`src/rtl/seg7_scan_driver.sv`:
```
// Time-multiplexed N-digit hex 7-segment driver with double-buffered frame, dead-time, blanking and LZ suppression.
// Outputs registered (1-cycle latency from scan state); free-running scan, no backpressure, load is a fire-and-forget strobe.
module seg7_scan_driver #(
  parameter int NUM_DIGITS     = 4,
  parameter int REFRESH_DIV    = 50000,
  parameter int DEAD_CYCLES    = 2,
  parameter bit SEG_ACTIVE_LOW = 1'b1,
  parameter bit AN_ACTIVE_LOW  = 1'b1
) (
  input  logic                    clk,
  input  logic                    rst,
  input  logic [4*NUM_DIGITS-1:0] digits_in,
  input  logic [NUM_DIGITS-1:0]   dp_in,
  input  logic [NUM_DIGITS-1:0]   blank_in,
  input  logic                    lz_blank_en,
  input  logic                    load,
  output logic [6:0]              seg_out,
  output logic                    dp_out,
  output logic [NUM_DIGITS-1:0]   an_out,
  output logic                    frame_start,
  output logic                    load_pending
);

  localparam int CNT_W = (REFRESH_DIV > 1) ? $clog2(REFRESH_DIV) : 1;
  localparam int IDX_W = (NUM_DIGITS > 1) ? $clog2(NUM_DIGITS) : 1;

  // XOR masks: applying them converts lit-polarity (1 = lit) to pin polarity.
  localparam logic [6:0]            SEG_DARK = {7{SEG_ACTIVE_LOW}};
  localparam logic                  DP_DARK  = SEG_ACTIVE_LOW;
  localparam logic [NUM_DIGITS-1:0] AN_OFF   = {NUM_DIGITS{AN_ACTIVE_LOW}};

  typedef struct packed {
    logic [4*NUM_DIGITS-1:0] dig;
    logic [NUM_DIGITS-1:0]   dp;
    logic [NUM_DIGITS-1:0]   blank;
    logic                    lz;
  } frame_t;

  logic [CNT_W-1:0]      cnt;
  logic [IDX_W-1:0]      idx;
  frame_t                shadow;
  frame_t                active;
  frame_t                in_frame;
  logic                  pending;
  logic                  last_cnt;
  logic                  last_idx;
  logic                  commit;
  logic                  in_dead;
  logic [NUM_DIGITS-1:0] lz_supp;
  logic [3:0]            cur_nib;
  logic                  cur_dp;
  logic                  cur_dark;
  logic [NUM_DIGITS-1:0] an_sel;

  function automatic logic [6:0] seg_lut(input logic [3:0] nib);
    case (nib)
      4'h0:    seg_lut = 7'b1111110;
      4'h1:    seg_lut = 7'b0110000;
      4'h2:    seg_lut = 7'b1101101;
      4'h3:    seg_lut = 7'b1111001;
      4'h4:    seg_lut = 7'b0110011;
      4'h5:    seg_lut = 7'b1011011;
      4'h6:    seg_lut = 7'b1011111;
      4'h7:    seg_lut = 7'b1110000;
      4'h8:    seg_lut = 7'b1111111;
      4'h9:    seg_lut = 7'b1111011;
      4'hA:    seg_lut = 7'b1110111;
      4'hB:    seg_lut = 7'b0011111;
      4'hC:    seg_lut = 7'b1001110;
      4'hD:    seg_lut = 7'b0111101;
      4'hE:    seg_lut = 7'b1001111;
      default: seg_lut = 7'b1000111;
    endcase
  endfunction

  assign in_frame     = {digits_in, dp_in, blank_in, lz_blank_en};
  assign last_cnt     = (int'(cnt) == REFRESH_DIV - 1);
  assign last_idx     = (int'(idx) == NUM_DIGITS - 1);
  assign commit       = last_cnt && last_idx && (pending || load);
  assign in_dead      = (int'(cnt) < DEAD_CYCLES);
  assign load_pending = pending;

  // Suppression runs from the most significant digit down and stops at the first non-zero nibble.
  always_comb begin
    logic run;
    run     = active.lz;
    lz_supp = '0;
    for (int i = NUM_DIGITS - 1; i >= 0; i--) begin
      run = run && (active.dig[4*i +: 4] == 4'h0);
      if (i != 0) lz_supp[i] = run;
    end
  end

  always_comb begin
    cur_nib  = '0;
    cur_dp   = 1'b0;
    cur_dark = 1'b0;
    an_sel   = '0;
    for (int i = 0; i < NUM_DIGITS; i++) begin
      if (int'(idx) == i) begin
        cur_nib   = active.dig[4*i +: 4];
        cur_dp    = active.dp[i] && !active.blank[i];
        cur_dark  = active.blank[i] || lz_supp[i];
        an_sel[i] = 1'b1;
      end
    end
  end

  always_ff @(posedge clk) begin
    if (rst) begin
      cnt         <= '0;
      idx         <= '0;
      shadow      <= '0;
      active      <= '0;
      pending     <= 1'b0;
      seg_out     <= SEG_DARK;
      dp_out      <= DP_DARK;
      an_out      <= AN_OFF;
      frame_start <= 1'b0;
    end else begin
      if (in_dead) begin
        seg_out <= SEG_DARK;
        dp_out  <= DP_DARK;
        an_out  <= AN_OFF;
      end else begin
        seg_out <= cur_dark ? SEG_DARK : (seg_lut(cur_nib) ^ SEG_DARK);
        dp_out  <= cur_dp ^ DP_DARK;
        an_out  <= an_sel ^ AN_OFF;
      end

      if (load) shadow <= in_frame;
      // A load landing on the wrap cycle bypasses the shadow so it is not held back a whole frame.
      if (commit) begin
        active  <= load ? in_frame : shadow;
        pending <= 1'b0;
      end else if (load) begin
        pending <= 1'b1;
      end
      frame_start <= commit;

      if (last_cnt) begin
        cnt <= '0;
        idx <= last_idx ? '0 : idx + 1'b1;
      end else begin
        cnt <= cnt + 1'b1;
      end
    end
  end

endmodule
```
`config.mk`:
```
export PLATFORM = sky130hd
export DESIGN_NAME = seg7_scan_driver
export DESIGN_NICKNAME = d
export VERILOG_FILES = /design/src/rtl/seg7_scan_driver.sv
export SDC_FILE = /design/constraint.sdc
export NUM_CORES = 1
export LEC_CHECK = 0
export CORE_MARGIN = 2
export CORE_UTILIZATION = 30
export CTS_CLUSTER_DIAMETER = 200
export DETAILED_ROUTE_END_ITERATION = 7
export PLACE_DENSITY_LB_ADDON = 0.25
export SKIP_CTS_REPAIR_TIMING = 1
export SYNTH_ARGS = -nofsm -noshare
export SYNTH_HDL_FRONTEND = slang
export SYNTH_SLANG_ARGS = --single-unit
```
`constraint.sdc`:
```
create_clock -name clk -period 3.3 [get_ports clk]
set_clock_uncertainty 0.2 [all_clocks]
set_input_delay 0.495 -clock clk [delete_from_list [all_inputs] [get_ports clk]]
set_output_delay 0.495 -clock clk [all_outputs]
set_load 0.03 [all_outputs]
```
* Word level (Yosys, flattened, before mapping)
Memories as Yosys holds them, arrays and structs flattened. Index checks and enable logic that the tools add are counted.
Operators by class: $lt $le $gt $ge 1, eq/ne operators 4, add/sub/neg operators 2, bitwise operators 3, multiplexer cells 20, reduce and logical (&&, ||, !) cells 25
Operator list (number):
- $mux W25 | 1
- $add A16 B1 Y16 const B | 1
- $eq A16 B15 Y1 const B | 1
- $lt A16 B2 Y1 const B | 1
- $mux W4 | 4
- $mux W7 | 2
- $logic_not A4 Y1 | 3
- $mux W1 | 12
- $logic_and A1 B1 Y1 | 9
- $not A7 Y7 | 1
- $reduce_or A2 Y1 | 3
- $eq A2 B2 Y1 const B | 2
- $logic_not A1 Y1 | 4
- $logic_or A1 B1 Y1 | 4
- $not A4 Y4 | 1
- $reduce_or A3 Y1 | 1
- $add A2 B1 Y2 const B | 1
- $eq A2 B1 Y1 const B | 1
- $logic_not A2 Y1 | 1
- $mux W2 | 1
- $not A1 Y1 | 1
Storage, ports and cells: bits in registers 82, output and inout port bits 14, memories kept 1, bits in read-only memories 112, input bits 28
Memory list:
- (name not given) | depth 16, bits a word 7, read ports 1, clocked after memory_dff 0, write ports 0, RTL line 56 | case (nib)

* Depth between registers and ports, before layout
Gate-level depths: netlist of run 1.
depth in word-level cells 9, depth in mapped cells 12, mapped depth without buffers 11

* Worst setup path before layout of run 1
Ideal clock, no wire load.
path type reg2reg, from register idx[0], to register seg_out[5], arrival time 2.108 ns, setup slack 0.910 ns, stages on the path, launching flop included 11, setup time 0.083 ns, cell sequence dfxtp_1 ha_1 buf_2 clkbuf_1 a211oi_1 o21ai_0 o311a_1 inv_1 ha_1 mux2_2 o221ai_1
On the way: word-level cells in the longest chain between the ends 9
RTL lines:
- start: declaration | RTL line 40 | logic [IDX_W-1:0] idx;
- start signal: assignment | RTL line 143 | idx <= last_idx ? '0 : idx + 1'b1;
- $logic_not A2 Y1 | RTL line 100 | if (int'(idx) == i) begin
- $mux W4 (4 in series) | RTL line 100
- $mem_v2 Z16 W7
- $mux W7 | RTL line 121 | if (in_dead) begin
- $mux W7 | RTL line 110 | if (rst) begin
- $not A7 Y7 (no line)
- end signal: assignment | RTL line 126 | seg_out <= cur_dark ? SEG_DARK : (seg_lut(cur_nib) ^ SEG_DARK);
- end: declaration | RTL line 17 | output logic [6:0] seg_out,
Several ways; a longest one is shown, not always the timed one. The select of a mux whose other input is x is not followed. A chain may end at the register's enable or synchronous reset.

* Worst setup path after layout of run 1
Ends and elaborated chain as after synthesis.

==> results of run 1 <==
cell usage in the layout (no fill, tap or decap), types with 6 or more instances in the layout:
cell type,n
dfxtp_1,82
nor2_1,48
clkdlybuf4s50_1,40
mux2i_1,29
nand2_1,19
o2bb2ai_2,17
inv_1,14
o21ai_0,11
ha_1,11
clkbuf_16,9
xnor2_1,8
nand3_1,7
a21oi_1,6
xor2_1,6
o2bb2ai_1,6
cell usage after synthesis (2+ instances only):
library cell	count	area, µm²
nor2_1	48	180
xnor2_1	8	70.1
ha_1	11	138
dfxtp_1	82	1640
nand4_1	3	18.8
a211oi_1	5	37.5
nand2_1	19	71.3
nor3_1	5	25.0
or3_1	2	12.5
clkbuf_1	5	18.8
buf_12	2	40.0
mux2_2	2	22.5
buf_6	3	33.8
o2bb2ai_1	6	52.6
o221ai_1	5	43.8
a21oi_1	6	30.0
nand2b_1	3	18.8
buf_2	7	35.0
nand3b_1	4	30.0
inv_1	14	52.6
o2bb2ai_2	17	255
xor2_1	6	52.6
o21ai_0	11	55.1
nor3b_1	2	15.0
o2bb2ai_4	2	55.1
mux2i_1	29	290
nand3_1	7	35.0
nor4_1	5	31.3
power by group through the flow:
| stage | logic, mW | registers (mW) | clock network, mW |
|---|---|---|---|
| final | 0.153 | 1.03 | 1.04 |
| after CTS | 0.156 | 1.03 | 1.07 |
| after floorplan | 0.0726 | 1.07 | 0 |
| after global routing | 0.167 | 1.03 | 1.12 |
| after global placement | 0.155 | 1.05 | 0 |
| after detailed placement | 0.156 | 1.05 | 0 |
per-stage QoR:
| step | area (µm²) | hold slack, ps | worst slack [ps] | power (mW) | instances |
|---|---|---|---|---|---|
| 6_report | 4330 | 265 | 668 | 2.22 | 521 |
| 3_3_place_gp | 4020 | 246 | 778 | 1.21 | 507 |
| 2_1_floorplan | 3530 | 230 | 910 | 1.14 | 336 |
| 5_1_grt | 4330 | 293 | 369 | 2.32 | 521 |
| 4_1_cts | 4330 | 269 | 651 | 2.26 | 521 |
| 3_5_place_dp | 4020 | 255 | 662 | 1.21 | 507 |
flip-flops by register name, indices dropped and copies added (netlist names):
register	count
active	25
an_out	4
cnt	16
dp_out	1
frame_start	1
idx	2
load_pending	1
seg_out	7
shadow	25
per-layer routing:
metal | track usage (%) | vias up
met5 | 0 | -
met4 | 4.23 | 0
met3 | 4.97 | 13
met2 | 20.2 | 46
met1 | 14.4 | 1146
li1 | - | 1271
area by class of cell:
class	count	area (µm²)
inverters	14	52.6
clock inverters	3	65.1
fillers	1112	7140
repair buffers	45	435
clock buffers	11	243
multi-input cells	223	1710
well taps	143	179
flip-flops and latches	82	1640
worst max-delay path by stage:
stage | start | endpoint | slack (ps) | depth (start not counted)
2_1_floorplan | idx[0]$_SDFFE_PP0N_ | seg_out[5]$_SDFF_PP1_ | 910 | 10
3_3_place_gp | idx[1]$_SDFFE_PP0N_ | seg_out[5]$_SDFF_PP1_ | 780 | 10
3_5_place_dp | idx[0]$_SDFFE_PP0N_ | seg_out[5]$_SDFF_PP1_ | 660 | 9
4_1_cts | idx[0]$_SDFFE_PP0N_ | seg_out[5]$_SDFF_PP1_ | 650 | 9
5_1_grt | idx[0]$_SDFFE_PP0N_ | seg_out[3]$_SDFF_PP1_ | 370 | 10
6_report | idx[0]$_SDFFE_PP0N_ | seg_out[5]$_SDFF_PP1_ | 670 | 9
logic make-up after synthesis:
group / Yosys count / synth area share (%)
simple gates: 105 / 14.6
xor+xnor: 14 / 3.47
compound gates: 62 / 17.6
mux: 31 / 8.86
flops: 82 / 46.5
fa+ha+maj: 11 / 3.90
buf+inv: 31 / 5.10
worst max-delay path, delay by kind of cell (launching register included):
family | cells | cell delay, ps
AO/OA/AOI/OAI | 5 | 860
adder cells (fa/ha/maj) | 2 | 660
buffers and inverters | 1 | 170
flip-flops | 1 | 390
multiplexers | 1 | 270
==> summary.txt, run 1 <==
Global route
  – Total GRT Usage: 12.2%
  – Number of global-route vias before repair: 2539
  – GR Overflow Total: 0
  – First-pass GRT wire length: 12100 µm
  – Largest net degree at the start of global routing: 32
  – Initial antenna violation count: 0

Place
  – PortBufs: 41
  – Detail Placement HPWL: 5060 µm
  – RD Place Congestion: 0.822

Critical path
  – CP Capture Type: flop
  – Crit path cell chain: ha_1, a21oi_1, o21ai_0, o21ai_0, o21ai_0, inv_1, ha_1, mux2_2, o221ai_1
  – R2R cell count: 9
  – Slowest stage delay, CP: 420 ps
  – Critical path data arrival time: 2690 ps
  – FF-to-FF End: seg_out[5]$_SDFF_PP1_
  – Setup CP Type: flop to flop
  – Critical Path Fanout Max: 13
  – Startpoint Class: flop
  – Worst reg2reg setup slack: 670 ps
  – Worst endpoint required time: 3360 ps
  – Most used cell, CP: o21ai_0
  – RR Startpoint: idx[0]$_SDFFE_PP0N_
  – Slowest cell on crit path: ha_1

Route
  – Wirelength per Cell: 13.6 µm
  – Final ANT Viol Nets: 0
  – Drt pass-1 iters: 4
  – Via count: 2476
  – DRT met1 WL: 3270 µm
  – Routed wl met3: 298 µm
  – Max layer used: met4
  – Initial DRC Count: 111
  – Via/cell ratio: 4.75
  – Met2 wire length: 3380 µm
  – Residual DRC count: 0
  – Wirelength, routed: 7080 µm

Synth
  – EDFF count, synth: 0
  – Syn Inst Count: 336
  – Seq/Total Area, Yosys: 46.5%
  – Cell area after technology mapping: 3530 µm²
  – Avg Cell Area, Syn: 10.5 µm²
  – Dominant synthesized flop cell: dfxtp_1
  – Yosys reg bits: 82
  – Syn nets: 375
  – Ys async rst share: 0%
  – Post-synth cell types: 45
  – Ys Warns: 0

STA
  – RSZ-0062 raised after global routing: no
  – Period utilization: 79.8%
  – Count of final hold-check violations: 0
  – Setup Viol. Count Final: 0
  – Max Fclk: 380 MHz
  – Max_slew headroom: 54.1%
  – Final slew viol count: 0
  – Slew @ Worst Pin: 689 ps
  – Setup TNS: 0 ps
  – Clock period minus worst slack: 2630 ps

Hold path
  – WHS Path Cells: 1
  – Hold Path Class: flop to flop
  – Hold EP: cnt[0]$_SDFF_PP0_
  – Hold Path Origin: cnt[0]$_SDFF_PP0_

Cells and area
  – Nets: 414
  – Share of post-route cells with drive strength above 1: 11.9%
  – ANT cells: 0
  – Final design utilization: 37.7%
  – Area grow syn2layout: 22.5%

Clock tree
  – Skew-Pair Late Insertion Delay: 340 ps
  – TritonCTS clock tree: built
  – CTS Buf Count: 9
  – Number of H-tree levels: 3
  – Clock sinks: 82
  – CTS root buf: clkbuf_16
  – Reg clk slew, reported paths: 60 ps
  – Bufs on Longest Clock Path: 2

Job
  – Max-Cap Viols: 0

Power
  – Power per cell area: 514 nW/µm²
  – NetSw: 0.460 mW
  – Logic pwr share: 6.9%
  – VDD IR max: 273 µV
  – Part of the power in registers: 46.3%
  – P_leak: 1.58 nW
  – Clock share of power: 46.8%
  – Sw frac: 20.7%
  – P_int: 1.76 mW

Status
  – Status: complete, no violations

Floorplanning
  – Die span in x: 112 µm
  – Ports: 42
  – Initial Util: 30.8%
  – DIE AREA: 12700 µm²
  – Rows: 39
  – Die height: 112 µm
  – Core Region: 11500 µm²
Note: power is estimated with default switching activity, not from simulation.
==> inputs of run 2 (changes only) <==
- clock period: 3.3 -> 2.33 ns (I/O delays scaled with it)
==> run 2 against run 1 <==
Clock-buffer cell count increased by 1. Final cell count increased by 4.8%. Utilization increased by 2.8 points. Via count increased by 3.4%. Sequential cell count unchanged. Hold slack got worse by 5.7 ps. Sequential power increased by 42%. Die area unchanged. Non-clock buffer count increased by 23. Critical endpoint unchanged. Largest cell class unchanged. Largest power group unchanged.
==> summary.txt, run 2 (same netlist as run 1, synthesis figures left out) <==
Status
  – Status: complete, no violations

Route
  – Final ANT Viol Nets: 0 (unchanged)
  – Initial DRC Count: 119 (+7.2%)
  – Drt pass-1 iters: 4 (unchanged)
  – Via/cell ratio: 4.69 (-1.4%)
  – Wirelength per Cell: 14.0 µm (+2.9%)
  – Via count: 2559 (+3.4%)
  – Residual DRC count: 0 (unchanged)
  – Wirelength, routed: 7640 µm (+7.9%)

STA
  – Setup TNS: 0 ps (unchanged)
  – RSZ-0062 raised after global routing: yes
  – Clock period minus worst slack: 2270 ps (-358 ps)
  – Setup Viol. Count Final: 0 (unchanged)
  – Slew @ Worst Pin: 382 ps (-307 ps)
  – Final slew viol count: 0 (unchanged)
  – Final setup margin: 55.9 ps (-612 ps)
  – Period utilization: 97.6% (+18 points)
  – Max_slew headroom: 73.8% (+20 points)
  – Count of final hold-check violations: 0 (unchanged)
  – Max Fclk: 440 MHz (+16%)
  – Hold slack: 260 ps (-5.75 ps)

Critical path
  – R2R cell count: 8 (-1)
  – Buffers plus inverters on the worst setup path: 3 (+2)
  – Startpoint Class: flop
  – FF-to-FF End: seg_out[5]$_SDFF_PP1_
  – Worst endpoint required time: 2390 ps (-970 ps)
  – Slowest cell on crit path: dfxtp_4
  – Worst reg2reg setup slack: 60 ps (-610 ps)
  – Most used cell, CP: buf_6
  – Critical path data arrival time: 2330 ps (-360 ps)
  – Critical Path Fanout Max: 6 (-7)
  – Crit path cell chain: inv_4, ha_4, buf_6, buf_6, nand3b_1, a221oi_4, mux2_2, o221ai_2
  – Setup CP Type: flop to flop
  – Critical path's top delay family: compound AO/OA/AOI/OAI gates
  – RR Startpoint: idx[1]$_SDFFE_PP0N_
  – Slowest stage delay, CP: 400 ps (-20 ps)
  – CP Capture Type: flop

Clock tree
  – TritonCTS clock tree: built
  – Number of H-tree levels: 3 (unchanged)
  – CTS Buf Count: 9 (unchanged)
  – Clock sinks: 82 (unchanged)
  – Bufs on Longest Clock Path: 2 (unchanged)
  – Reg clk slew, reported paths: 60 ps (about the same)
  – Skew-Pair Late Insertion Delay: 340 ps (about the same)
  – CTS root buf: clkbuf_16

Place
  – Detail Placement HPWL: 5340 µm (+5.5%)
  – PortBufs: 41 (unchanged)
  – Post-DP Area: 4140 µm² (+3.0%)
  – RD Place Congestion: 0.858 (+4.4%)
  – Placed insts: 523 (+3.2%)
  – Worst slack, placed: -20.8 ps (-683 ps)

Power
  – VDD IR max: 391 µV (+43%)
  – Clock share of power: 47.8% (+1.0 points)
  – NetSw: 0.679 mW (+48%)
  – Logic pwr share: 7.1% (+0.2 points)
  – Part of the power in registers: 45.2% (-1.1 points)
  – Total power: 3.23 mW (+45%)
  – P_leak: 1.72 nW (+9.1%)
  – P_int: 2.55 mW (+44%)
  – Sw frac: 21.1% (+0.36 points)
  – Power per cell area: 694 nW/µm² (+35%)

Cells and area
  – Share of post-route cells with drive strength above 1: 22.1% (+10 points)
  – Final design utilization: 40.5% (+2.8 points)
  – Most common cell after layout, fill and taps aside: dfxtp_1
  – Nets: 437 (+5.6%)
  – Final Non-Filler Cells: 546 (+4.8%)
  – ANT cells: 0 (unchanged)
  – Area grow syn2layout: 31.7%
  – Fill cells: 1089 (-2.1%)
  – Final instance area: 4650 µm² (+7.5%)
  – Top flop regs: active (25), shadow (25), cnt (16)
  – Most frequent cells in the layout: 80 x dfxtp_1, 47 x nor2_1, 40 x clkdlybuf4s50_1

Floorplanning
  – Die height: 112 µm (unchanged)
  – Core Region: 11500 µm² (unchanged)
  – DIE AREA: 12700 µm² (unchanged)
  – Ports: 42 (unchanged)
  – Rows: 39 (unchanged)
  – Die span in x: 112 µm (unchanged)
  – Initial Util: 30.8% (unchanged)

Job
  – Max-Cap Viols: 0 (unchanged)

Global route
  – First-pass GRT wire length: 12400 µm (+2.6%)
  – GR Overflow Total: 0 (unchanged)
  – Number of global-route vias before repair: 2539 (unchanged)
  – Largest net degree at the start of global routing: 27 (-16%)
  – Total GRT Usage: 12.5% (+0.32 points)
  – Initial antenna violation count: 0 (unchanged)

Hold path
  – Hold EP: cnt[0]$_SDFF_PP0_
  – WHS Path Cells: 1 (unchanged)
  – Hold Path Class: flop to flop
  – Hold Path Origin: cnt[0]$_SDFF_PP0_
## run 2: changes by cell type in the layout (fill, tap and decap cells not counted), moves of 2 or more
cell / change
inv_2: +2
buf_6: +3
dfxtp_1: -2
a211oi_2: +2
ha_1: -5
ha_4: +5
o21ai_0: -5
a211oi_1: -2
o21ai_1: +4
inv_1: -3
buf_4: +19
dfxtp_4: +2
## run 2: cell type report
cell class	count	area [µm²]	area share (%)
flip-flops and latches	82	1650	35.5
inverters	14	55.1	1.18
well taps	143	179	3.85
multi-input cells	223	1820	39.1
clock buffers	12	256	5.52
repair buffers	68	617	13.3
clock inverters	4	73.8	1.59
## run 2: layer usage
| layer | vias to the layer above | GRT usage, % | share of wire (%) |
|---|---|---|---|
| li1 | 1312 | - | - |
| met1 | 1194 | 15.5 | 45 |
| met2 | 45 | 20.4 | 49 |
| met3 | 8 | 4.16 | 4.3 |
| met4 | 0 | 4.47 | 1.1 |
| met5 | - | 0 | 0 |
## run 2: power groups by stage
stage	sequential [mW]	clock, mW	combinational [mW]
floorplan	1.51	0	0.103
global placement	1.49	0	0.225
detailed placement	1.49	0	0.227
CTS	1.46	1.58	0.228
global route	1.46	1.64	0.247
finish	1.46	1.54	0.228
## run 2: worst max-delay path by stage
stage                                    from  depth (start not counted)  slack [ps]               endpoint
after floorplan           idx[0]$_SDFFE_PP0N_                         10          30  seg_out[5]$_SDFF_PP1_
after global placement    idx[0]$_SDFFE_PP0N_                         11          30  seg_out[0]$_SDFF_PP1_
after detailed placement  idx[0]$_SDFFE_PP0N_                         11         -20  seg_out[1]$_SDFF_PP1_
after CTS                 idx[0]$_SDFFE_PP0N_                         11         -40  seg_out[0]$_SDFF_PP1_
after global routing      idx[1]$_SDFFE_PP0N_                          8         -70  seg_out[5]$_SDFF_PP1_
final                     idx[1]$_SDFFE_PP0N_                          8          60  seg_out[5]$_SDFF_PP1_
## run 2: worst reg2reg max path, delay by kind of cell (launching register included)
family / cells / cell delay [ps]
muxes: 1 / 400
buffers and inverters: 3 / 300
AOI/OAI and AO/OA: 2 / 520
adders and majority gates: 1 / 190
and+or+nand+nor: 1 / 190
DFF: 1 / 400
